==> config.mk <==
export PLATFORM = sky130hd
export DESIGN_NAME = sample_fetcher
export DESIGN_NICKNAME = d
export VERILOG_FILES = /design/src/rtl/sample_fetcher_pkg.sv /design/src/rtl/sample_fetcher_tick_divider.sv /design/src/rtl/sample_fetcher.sv
export SDC_FILE = /design/constraint.sdc
export NUM_CORES = 1
export LEC_CHECK = 0
export CORE_MARGIN = 2
export CORE_UTILIZATION = 52
export DETAILED_ROUTE_END_ITERATION = 8
export PLACE_DENSITY = 0.77
export SETUP_SLACK_MARGIN = 0.02
export SYNTH_ARGS = -nofsm -noshare
export SYNTH_HDL_FRONTEND = slang
export SYNTH_HIERARCHICAL = 1
export SYNTH_SLANG_ARGS = --single-unit
==> constraint.sdc <==
create_clock -name clk -period 3.2 [get_ports clk]
set_input_delay 0.32 -clock clk [delete_from_list [all_inputs] [get_ports clk]]
set_output_delay 0.32 -clock clk [all_outputs]
set_load 0.01 [all_outputs]
==> src/rtl/sample_fetcher_pkg.sv <==
`default_nettype none
// ============================================================================
// Module   : sample_fetcher_pkg
// Brief    : FSM encoding and channel constants shared with the memory wrapper.
// Revision : 1.0 - initial release
// ============================================================================
package sample_fetcher_pkg;

   typedef enum logic [1:0] {
      IDLE = 2'd0,
      REQ  = 2'd1,
      CAPT = 2'd2
   } fetch_state_t;

   localparam logic CH_SINE = 1'b1;
   localparam logic CH_TRI  = 1'b0;

endpackage
`default_nettype wire

==> src/rtl/sample_fetcher_tick_divider.sv <==
`default_nettype none
// ============================================================================
// Module   : tick_divider
// Brief    : Sample-rate prescaler, one-cycle tick every div+1 enabled cycles.
// Revision : 1.0 - initial release
// ============================================================================
module tick_divider #(
   parameter int div_width = 16
) (
   input  logic                 clk,
   input  logic                 rst,
   input  logic                 enable,
   input  logic [div_width-1:0] div,
   output logic                 tick
);

   logic [div_width-1:0] r_count;
   logic                 w_terminal;

   // >= rather than == so a div lowered below the running count recovers at once
   assign w_terminal = (r_count >= div);
   assign tick       = enable && w_terminal;

   always_ff @(posedge clk or negedge rst) begin
      if (!rst) begin
         r_count <= '0;
      end else if (!enable || w_terminal) begin
         r_count <= '0;
      end else begin
         r_count <= r_count + 1'b1;
      end
   end

endmodule
`default_nettype wire

==> src/rtl/sample_fetcher.sv <==
`default_nettype none
// ============================================================================
// Module   : sample_fetcher
// Brief    : Phase-accumulator driven read initiator for the waveform sample ROM.
// Revision : 1.0 - initial release
// ============================================================================
module sample_fetcher
   import sample_fetcher_pkg::*;
#(
   parameter int size      = 12,
   parameter int logsize   = 4,
   parameter int acc_width = 16,
   parameter int div_width = 16
) (
   input  logic                 clk,
   input  logic                 rst,
   input  logic                 enable,
   input  logic                 channel_sel,
   input  logic [acc_width-1:0] freq_word,
   input  logic [div_width-1:0] div,
   output logic                 mem_read,
   output logic                 mem_channel,
   output logic [logsize-1:0]   mem_address,
   input  logic [size-1:0]      mem_sample,
   output logic [size-1:0]      out_sample,
   output logic                 out_valid,
   input  logic                 out_ready,
   output logic                 overrun,
   input  logic                 clear_overrun
);

   fetch_state_t         r_state;
   logic [acc_width-1:0] r_phase;
   logic                 w_tick;
   logic [logsize-1:0]   w_addr;

   tick_divider #(
      .div_width (div_width)
   ) u_tick_divider (
      .clk    (clk),
      .rst    (rst),
      .enable (enable),
      .div    (div),
      .tick   (w_tick)
   );

   assign w_addr = r_phase[acc_width-1 -: logsize];

   always_ff @(posedge clk or negedge rst) begin
      if (!rst) begin
         r_state     <= IDLE;
         r_phase     <= '0;
         mem_read    <= 1'b0;
         mem_channel <= CH_TRI;
         mem_address <= '0;
         out_sample  <= '0;
         out_valid   <= 1'b0;
         overrun     <= 1'b0;
      end else begin
         if (w_tick) begin
            r_phase <= r_phase + freq_word;
         end
         if (out_valid && out_ready) begin
            out_valid <= 1'b0;
         end
         if (clear_overrun) begin
            overrun <= 1'b0;
         end

         // Later assignments below override the defaults above (CAPT reload, overrun set).
         case (r_state)
            IDLE: begin
               if (w_tick) begin
                  if (!out_valid || out_ready) begin
                     r_state     <= REQ;
                     mem_read    <= 1'b1;
                     mem_address <= w_addr;
                     mem_channel <= channel_sel;
                  end else begin
                     overrun <= 1'b1;
                  end
               end
            end
            REQ: begin
               mem_read <= 1'b0;
               r_state  <= CAPT;
               if (w_tick) begin
                  overrun <= 1'b1;
               end
            end
            CAPT: begin
               out_sample <= mem_sample;
               out_valid  <= 1'b1;
               r_state    <= IDLE;
               if (w_tick) begin
                  overrun <= 1'b1;
               end
            end
            default: begin
               mem_read <= 1'b0;
               r_state  <= IDLE;
            end
         endcase
      end
   end

endmodule
`default_nettype wire

==> flow_summary_export.csv, run 1 <==
group,metric,value,unit
logic_synthesis,syn_area_per_cell,10.5,um^2
run_status,status,"completed",
clocking,root_buffer,"clkbuf_8",
cells_and_area,final_cell_area,4240,um^2
timing,setup_tns,0,ps
logic_synthesis,ys_seq_area_share,40.3,%
pwr,combPwrFrac,36.0,%
cells_and_area,nets,479,
route,dr.pass1.iters,5,
pwr,power_leakage,2.04,nW
timing,hold_viol_final,0,
logic_synthesis,synth_cell_types,45,
clocking,hold_buffers,0,
worst_setup_path,path_class,"in -> reg",
grt,grt_pass1_wl,12.1,mm
route,vias,2571,
pwr,p_seq_share,41.7,%
logic_synthesis,synth_top_area_cell,"dfrtp_1",
die,initial_core_util,53.4,%
logic_synthesis,synth_area_leaders,"dfrtp_1, ha_1, mux2_2",
grt,grt_pass1_vias,2762,
cells_and_area,area.sequential,1350,um^2
cells_and_area,n_fill_cell,523,
pwr,intPower,1.49,mW
route,wire_per_inst,14.3,um
job,cap_violations,0,
die,die_w,84.3,um
route,vias_per_cell,5.48,
grt,grt_overflow_total,0,
place,post-place-ws,243,ps
timing,worst_slack,549,ps
route,wirelength,6.71,mm
cells_and_area,area_growth,26.6,%
clocking,cts_tree,"yes",
cells_and_area,diodes,0,
pwr,clock_power_share,22.3,%
grt,grtUsageTotal,20.7,%
worst_setup_path,crit_fanout,8,
timing,slew_headroom,41.5,%
hold_path,hp-class,"in -> async",
timing,period_share,82.8,%
grt,antenna_found_initial,0,
logic_synthesis,synth-edff-count,0,
clocking,postCtsSetupRepairBufs,0,
die,placementRows,29,
timing,worstMarginPinSlew,877,ps
cells_and_area,fin_util,67.6,%
clocking,cts_buffers,5,
timing,drv_slew,0,
logic_synthesis,synthCells,319,
route,drc_errors,0,
cells_and_area,drive_gt1_share,14.8,%
worst_setup_path,rr_worst_depth,10,
clocking,cts_htree_levels,2,
worst_setup_path,endpoint_kind,"flip-flop",
timing,min_period,2650,ps
timing,clock.fmax,377,MHz
logic_synthesis,synth-warning-count,6,
logic_synthesis,synthArstFlopShare,100,%
grt,grt_max_degree,39,
die,dieArea,7100,um^2
logic_synthesis,syn_area,3350,um^2
clocking,cts_buffer_depth,2,
logic_synthesis,yosysMostFrequentCell,"dfrtp_1",
worst_setup_path,cp_data_required_time,3430,ps
clocking,clock-sinks,54,
die,num_io_pins,70,
die,die_height,84.3,um
route,drtAntennaViolNets,0,
pwr,sw_frac_of_total,29.3,%
place,portBuffers,69,
die,fp.coreArea,6280,um^2
pwr,p_switching,0.617,mW
worst_setup_path,startpoint_type,"primary input",
place,place_area,4130,um^2
logic_synthesis,syn-num-nets,406,
logic_synthesis,synth_flop_cell,"dfrtp_1",
place,gp_congestion,0.878,
pwr,ir_drop,396,uV
route,drt-initial-drc-count,97,
timing,clock_skew,15.5,ps
clocking,clk_pin_slew_worst_paths,100,ps
place,dp_hpwl,5.15,mm
logic_synthesis,synth_top_cell_area_share,40.3,%
worst_setup_path,arrival,2880,ps
cells_and_area,multi_input_area,1890,um^2
timing,setup_viol,0,
clocking,ctsResizeCount,0,
timing,grt_setup_unrepaired,"false",
clocking,insertion_delay,300,ps
logic_synthesis,ys_seq_elements,54,
pwr,power_density,496,nW/um^2
logic_synthesis,netlist_top_cells_count,"dfrtp_1, ha_1, mux2_2, inv_1, nand2_1",
-- worst max-delay path: stages --
cell and delay, ps:
clkdlybuf4s50_1 450, inv_1 40, ha_1 300, nand4_1 160, nor2_1 200, nand2_1 140
a31oi_2 500, inv_1 180, nor2_1 200, nand3_1 100, nand4_1 130, xor2_1 150
-- placed cells by master (no fill, tap or decap), types with 2 or more instances in the layout --
cell	n
nand4_1	9
a211o_1	4
o21ai_0	6
dfrtp_1	54
nand2b_1	5
and2_1	2
nand2_1	21
inv_1	23
a31oi_2	2
clkdlybuf4s50_1	68
a211oi_1	2
xor2_1	17
nor3_1	5
a31oi_1	3
buf_4	3
mux2_2	28
and4_1	4
nand3_1	12
a21oi_1	19
nor2_2	10
xnor2_1	10
clkbuf_8	6
ha_1	36
nor2_1	14
and3_1	4
a21o_1	4
-- registers in the layout, indices dropped and copies added, names as in the netlist --
register,count
out_sample,12
mem_address,4
overrun,1
u_tick_divider/r_count,16
r_phase,16
out_valid,1
r_state,2
mem_read,1
mem_channel,1
-- path summary, 6_finish.rpt --
path	startpoint	end	slack, ps
worst max-delay path	div[13]	r_phase[15]	550
worst min-delay path	rst	r_phase[0]	120
worst max register to register	u_tick_divider/r_count[13]	r_phase[15]	580
worst min register to register	r_phase[15]	r_phase[15]	480
max in group asynchronous	rst	r_phase[11]	2330
min in group clk	r_phase[15]	r_phase[15]	480
-- per-stage QoR --
| stage | total power, mW | hold slack (ps) | instances |
|---|---|---|---|
| final | 2.11 | 119 | 469 |
| after global routing | 2.25 | 189 | 469 |
| after CTS | 2.13 | 145 | 469 |
| after detailed placement | 1.66 | 470 | 462 |
| after global placement | 1.63 | 458 | 462 |
| after floorplan | 1.31 | 24.4 | 319 |
-- cell type report --
type / count / share of cell area (%)
multi-input combinational: 236 / 44.5
sequential: 54 / 31.8
timing repair buffer: 72 / 16.7
tap: 77 / 2.27
inverter: 23 / 2.03
clock buffer: 6 / 1.95
clock inverter: 1 / 0.708
-- layer usage --
layer / track usage [%] / wire length (um) / vias to the layer above
met4: 5.43 / 74 / 0
li1: - / - / 1282
met1: 25.5 / 2900 / 1221
met2: 36.6 / 3400 / 62
met3: 4.62 / 326 / 6
met5: 0 / 0 / -
-- power by group through the flow --
stage	Combinational (mW)	Clock (mW)	Sequential (mW)
after floorplan	0.393	0	0.922
after global routing	0.839	0.513	0.896
after CTS	0.766	0.482	0.880
after global placement	0.747	0	0.884
final	0.759	0.469	0.877
after detailed placement	0.762	0	0.894
-- logic make-up (layout without fill, tap and decap cells) --
logic type	Yosys count	after routing	synth area share (%)
AO/OA/AOI/OAI	53	53	10.5
multiplexers	29	29	9.85
flip-flops	54	54	40.3
XOR/XNOR	27	27	7.05
AND/OR/NAND/NOR	90	90	14.7
adder cells (fa/ha/maj)	37	37	14.0
buffers and inverters	29	102	3.51
Note: power is estimated with default switching activity, not from simulation.
==> run 2, diff against run 1 <==
- CORE_UTILIZATION: 52 -> 47
- PLACE_DENSITY: 0.77 -> 0.73
- clock period: 3.2 -> 2.14 ns (I/O delays scaled with it)
==> run 2 against run 1 <==
The flow now finishes with violations (setup timing). Largest power group unchanged. Final area up 13%. Critical endpoint is now r_phase[5]. Non-clock buffer count grew 48. Clock skew down 8.3 ps. Largest cell class unchanged. Critical path depth shrank 4.
==> flow_summary_export.csv, run 2 (synthesized netlist as in run 1, its figures left out) <==
group,metric,value,unit
worst_setup_path,reg2reg_slack,-110,ps
timing,slew_headroom,57.9,%
timing,hold_viol_final,0,
job,cap_violations,0,
timing,clock_skew,7.18,ps
timing,grt_setup_unrepaired,"true",
pwr,clock_power_share,22.4,%
timing,drv_slew,0,
route,drt-initial-drc-count,91,
run_status,status,"complete, but fails checks",
clocking,root_buffer,"clkbuf_8",
grt,grt_pass1_vias,2782,
worst_setup_path,crit_family,"simple AND/OR/NAND/NOR gates",
place,gp_congestion,0.893,
cells_and_area,diodes,0,
die,fp.coreArea,6830,um^2
route,wirelength,7.51,mm
cells_and_area,layout_commonest_cell,"clkdlybuf4s50_1",
clocking,clock-sinks,54,
timing,worst_slack,-108,ps
clocking,cts_tree,"yes",
clocking,cts_buffers,5,
pwr,intPower,2.34,mW
cells_and_area,mostFrequentLayoutCells,"clkdlybuf4s50_1, dfrtp_1, buf_4",
worst_setup_path,path_class,"reg -> reg",
cells_and_area,multi_input_area,2020,um^2
place,portBuffers,69,
clocking,clk_pin_slew_worst_paths,100,ps
timing,period_share,105,%
cells_and_area,reg.largest.list,"r_phase: 16 flops, u_tick_divider/r_count: 16 flops, out_sample: 12 flops",
timing,whs,446,ps
pwr,power_leakage,2.32,nW
route,dr.pass1.iters,4,
die,placementRows,30,
cells_and_area,nets,527,
route,vias_per_cell,5.14,
die,num_io_pins,70,
worst_setup_path,crit_slowest_cell,"dfrtp_1",
route,vias,2760,
cells_and_area,area_growth,43.3,%
grt,grt_overflow_total,0,
place,dp_hpwl,5.91,mm
grt,grt_pass1_wl,12.6,mm
worst_setup_path,endpoint_kind,"flip-flop",
timing,min_period,2250,ps
timing,setup_viol,16,
die,die_w,88.5,um
hold_path,hp-class,"in -> async",
run_status,violations,"setup timing",
pwr,power_density,697,nW/um^2
route,drtAntennaViolNets,0,
route,drc_errors,0,
worst_setup_path,max_stage_delay,420,ps
die,dieArea,7820,um^2
die,die_height,88.5,um
place,post-place-ws,-466,ps
cells_and_area,finalNonFillerCells,537,
timing,clock.fmax,445,MHz
cells_and_area,fin_util,70.3,%
grt,grtUsageTotal,20.7,%
grt,antenna_found_initial,0,
worst_setup_path,startpoint_type,"flip-flop",
worst_setup_path,crit_fanout,6,
pwr,total_power,3.35,mW
worst_setup_path,arrival,2450,ps
timing,worstMarginPinSlew,631,ps
clocking,insertion_delay,320,ps
clocking,cts_buffer_depth,2,
pwr,sw_frac_of_total,30.1,%
route,wire_per_inst,14.0,um
worst_setup_path,path_buf_inv,2,
cells_and_area,n_fill_cell,512,
die,initial_core_util,49.1,%
pwr,ir_drop,337,uV
worst_setup_path,crit_chain,"ha_4 -> nand4_1 -> nor3_2 -> nor4_4 -> a31oi_4 -> buf_4 -> buf_6 -> mux2_4",
cells_and_area,area.sequential,1350,um^2
worst_setup_path,cp_data_required_time,2350,ps
cells_and_area,drive_gt1_share,26.5,%
pwr,p_switching,1.01,mW
place,place_inst,523,
clocking,cts_htree_levels,2,
pwr,p_seq_share,39.2,%
pwr,combPwrFrac,38.5,%
grt,grt_max_degree,31,
[run 2: cell types whose count changed in the layout (fill, tap and decap cells not counted), moves of 3 or more]
cell | previous run | this run
buf_6 | 0 | 3
buf_4 | 3 | 45
ha_1 | 36 | 33
mux2_4 | 1 | 12
mux2_2 | 28 | 17
[run 2: metal layers]
layer	routed length, um	vias to the layer above	track usage (%)
met3	246	13	3.73
met1	3300	1317	25.8
met4	114	0	6.34
li1	-	1383	-
met2	3840	47	36.4
met5	0	-	0
[run 2: worst reg2reg max path, delay by kind of cell (launching register included)]
family	cells	cell delay, ps
buf+inv	2	300
fa+ha+maj	1	280
flops	1	420
compound gates	1	240
simple gates	3	590
mux	1	310
[run 2: worst paths after layout]
path                                             from            end  cells past startpoint
max                        u_tick_divider/r_count[15]     r_phase[5]                      8
min                                               rst     r_phase[1]                      2
max reg2reg                u_tick_divider/r_count[15]     r_phase[5]                      8
min reg2reg                               r_phase[15]    r_phase[15]                      1
max in group asynchronous                         rst  out_sample[8]                      3
min in group clk                        mem_sample[3]  out_sample[3]                      2
[run 2: area by class of cell]
| cell class | instances | share of cell area (%) |
|---|---|---|
| well taps | 96 | 2.50 |
| inverters | 23 | 1.80 |
| multi-input cells | 236 | 42.0 |
| flip-flops and latches | 54 | 28.1 |
| clock inverters | 2 | 0.808 |
| repair buffers | 120 | 23.1 |
| clock buffers | 6 | 1.72 |
[run 2: timing repair]
action	CTS	global route
gates resized for setup	17	4
endpoints found under the hold margin	24	0
setup endpoints to repair	19	25
setup buffers	2	3
pin swaps	9	11
hold buffers	1	0
[run 2: power by group through the flow]
| stage | clock network (mW) | registers, mW | logic (mW) |
|---|---|---|---|
| 5_1_grt | 0.803 | 1.33 | 1.41 |
| 3_5_place_dp | 0 | 1.33 | 1.26 |
| 3_3_place_gp | 0 | 1.32 | 1.24 |
| 2_1_floorplan | 0 | 1.38 | 0.595 |
| 4_1_cts | 0.776 | 1.31 | 1.29 |
| 6_report | 0.748 | 1.31 | 1.29 |
[run 2: metrics by stage]
step	area, um^2	TNS (ps)
after floorplan	3440	-212
after detailed placement	4550	-9550
after CTS	4760	-1350
after global routing	4800	-3580
after global placement	4550	-7410
final	4800	-693
==> run 3, diff against run 2 <==
- CAP_MARGIN: unset -> 20
- CTS_CLUSTER_DIAMETER: unset -> 200
==> results of run 3 <==
The final DEF is identical to that of run 2; final timing and power are the same.
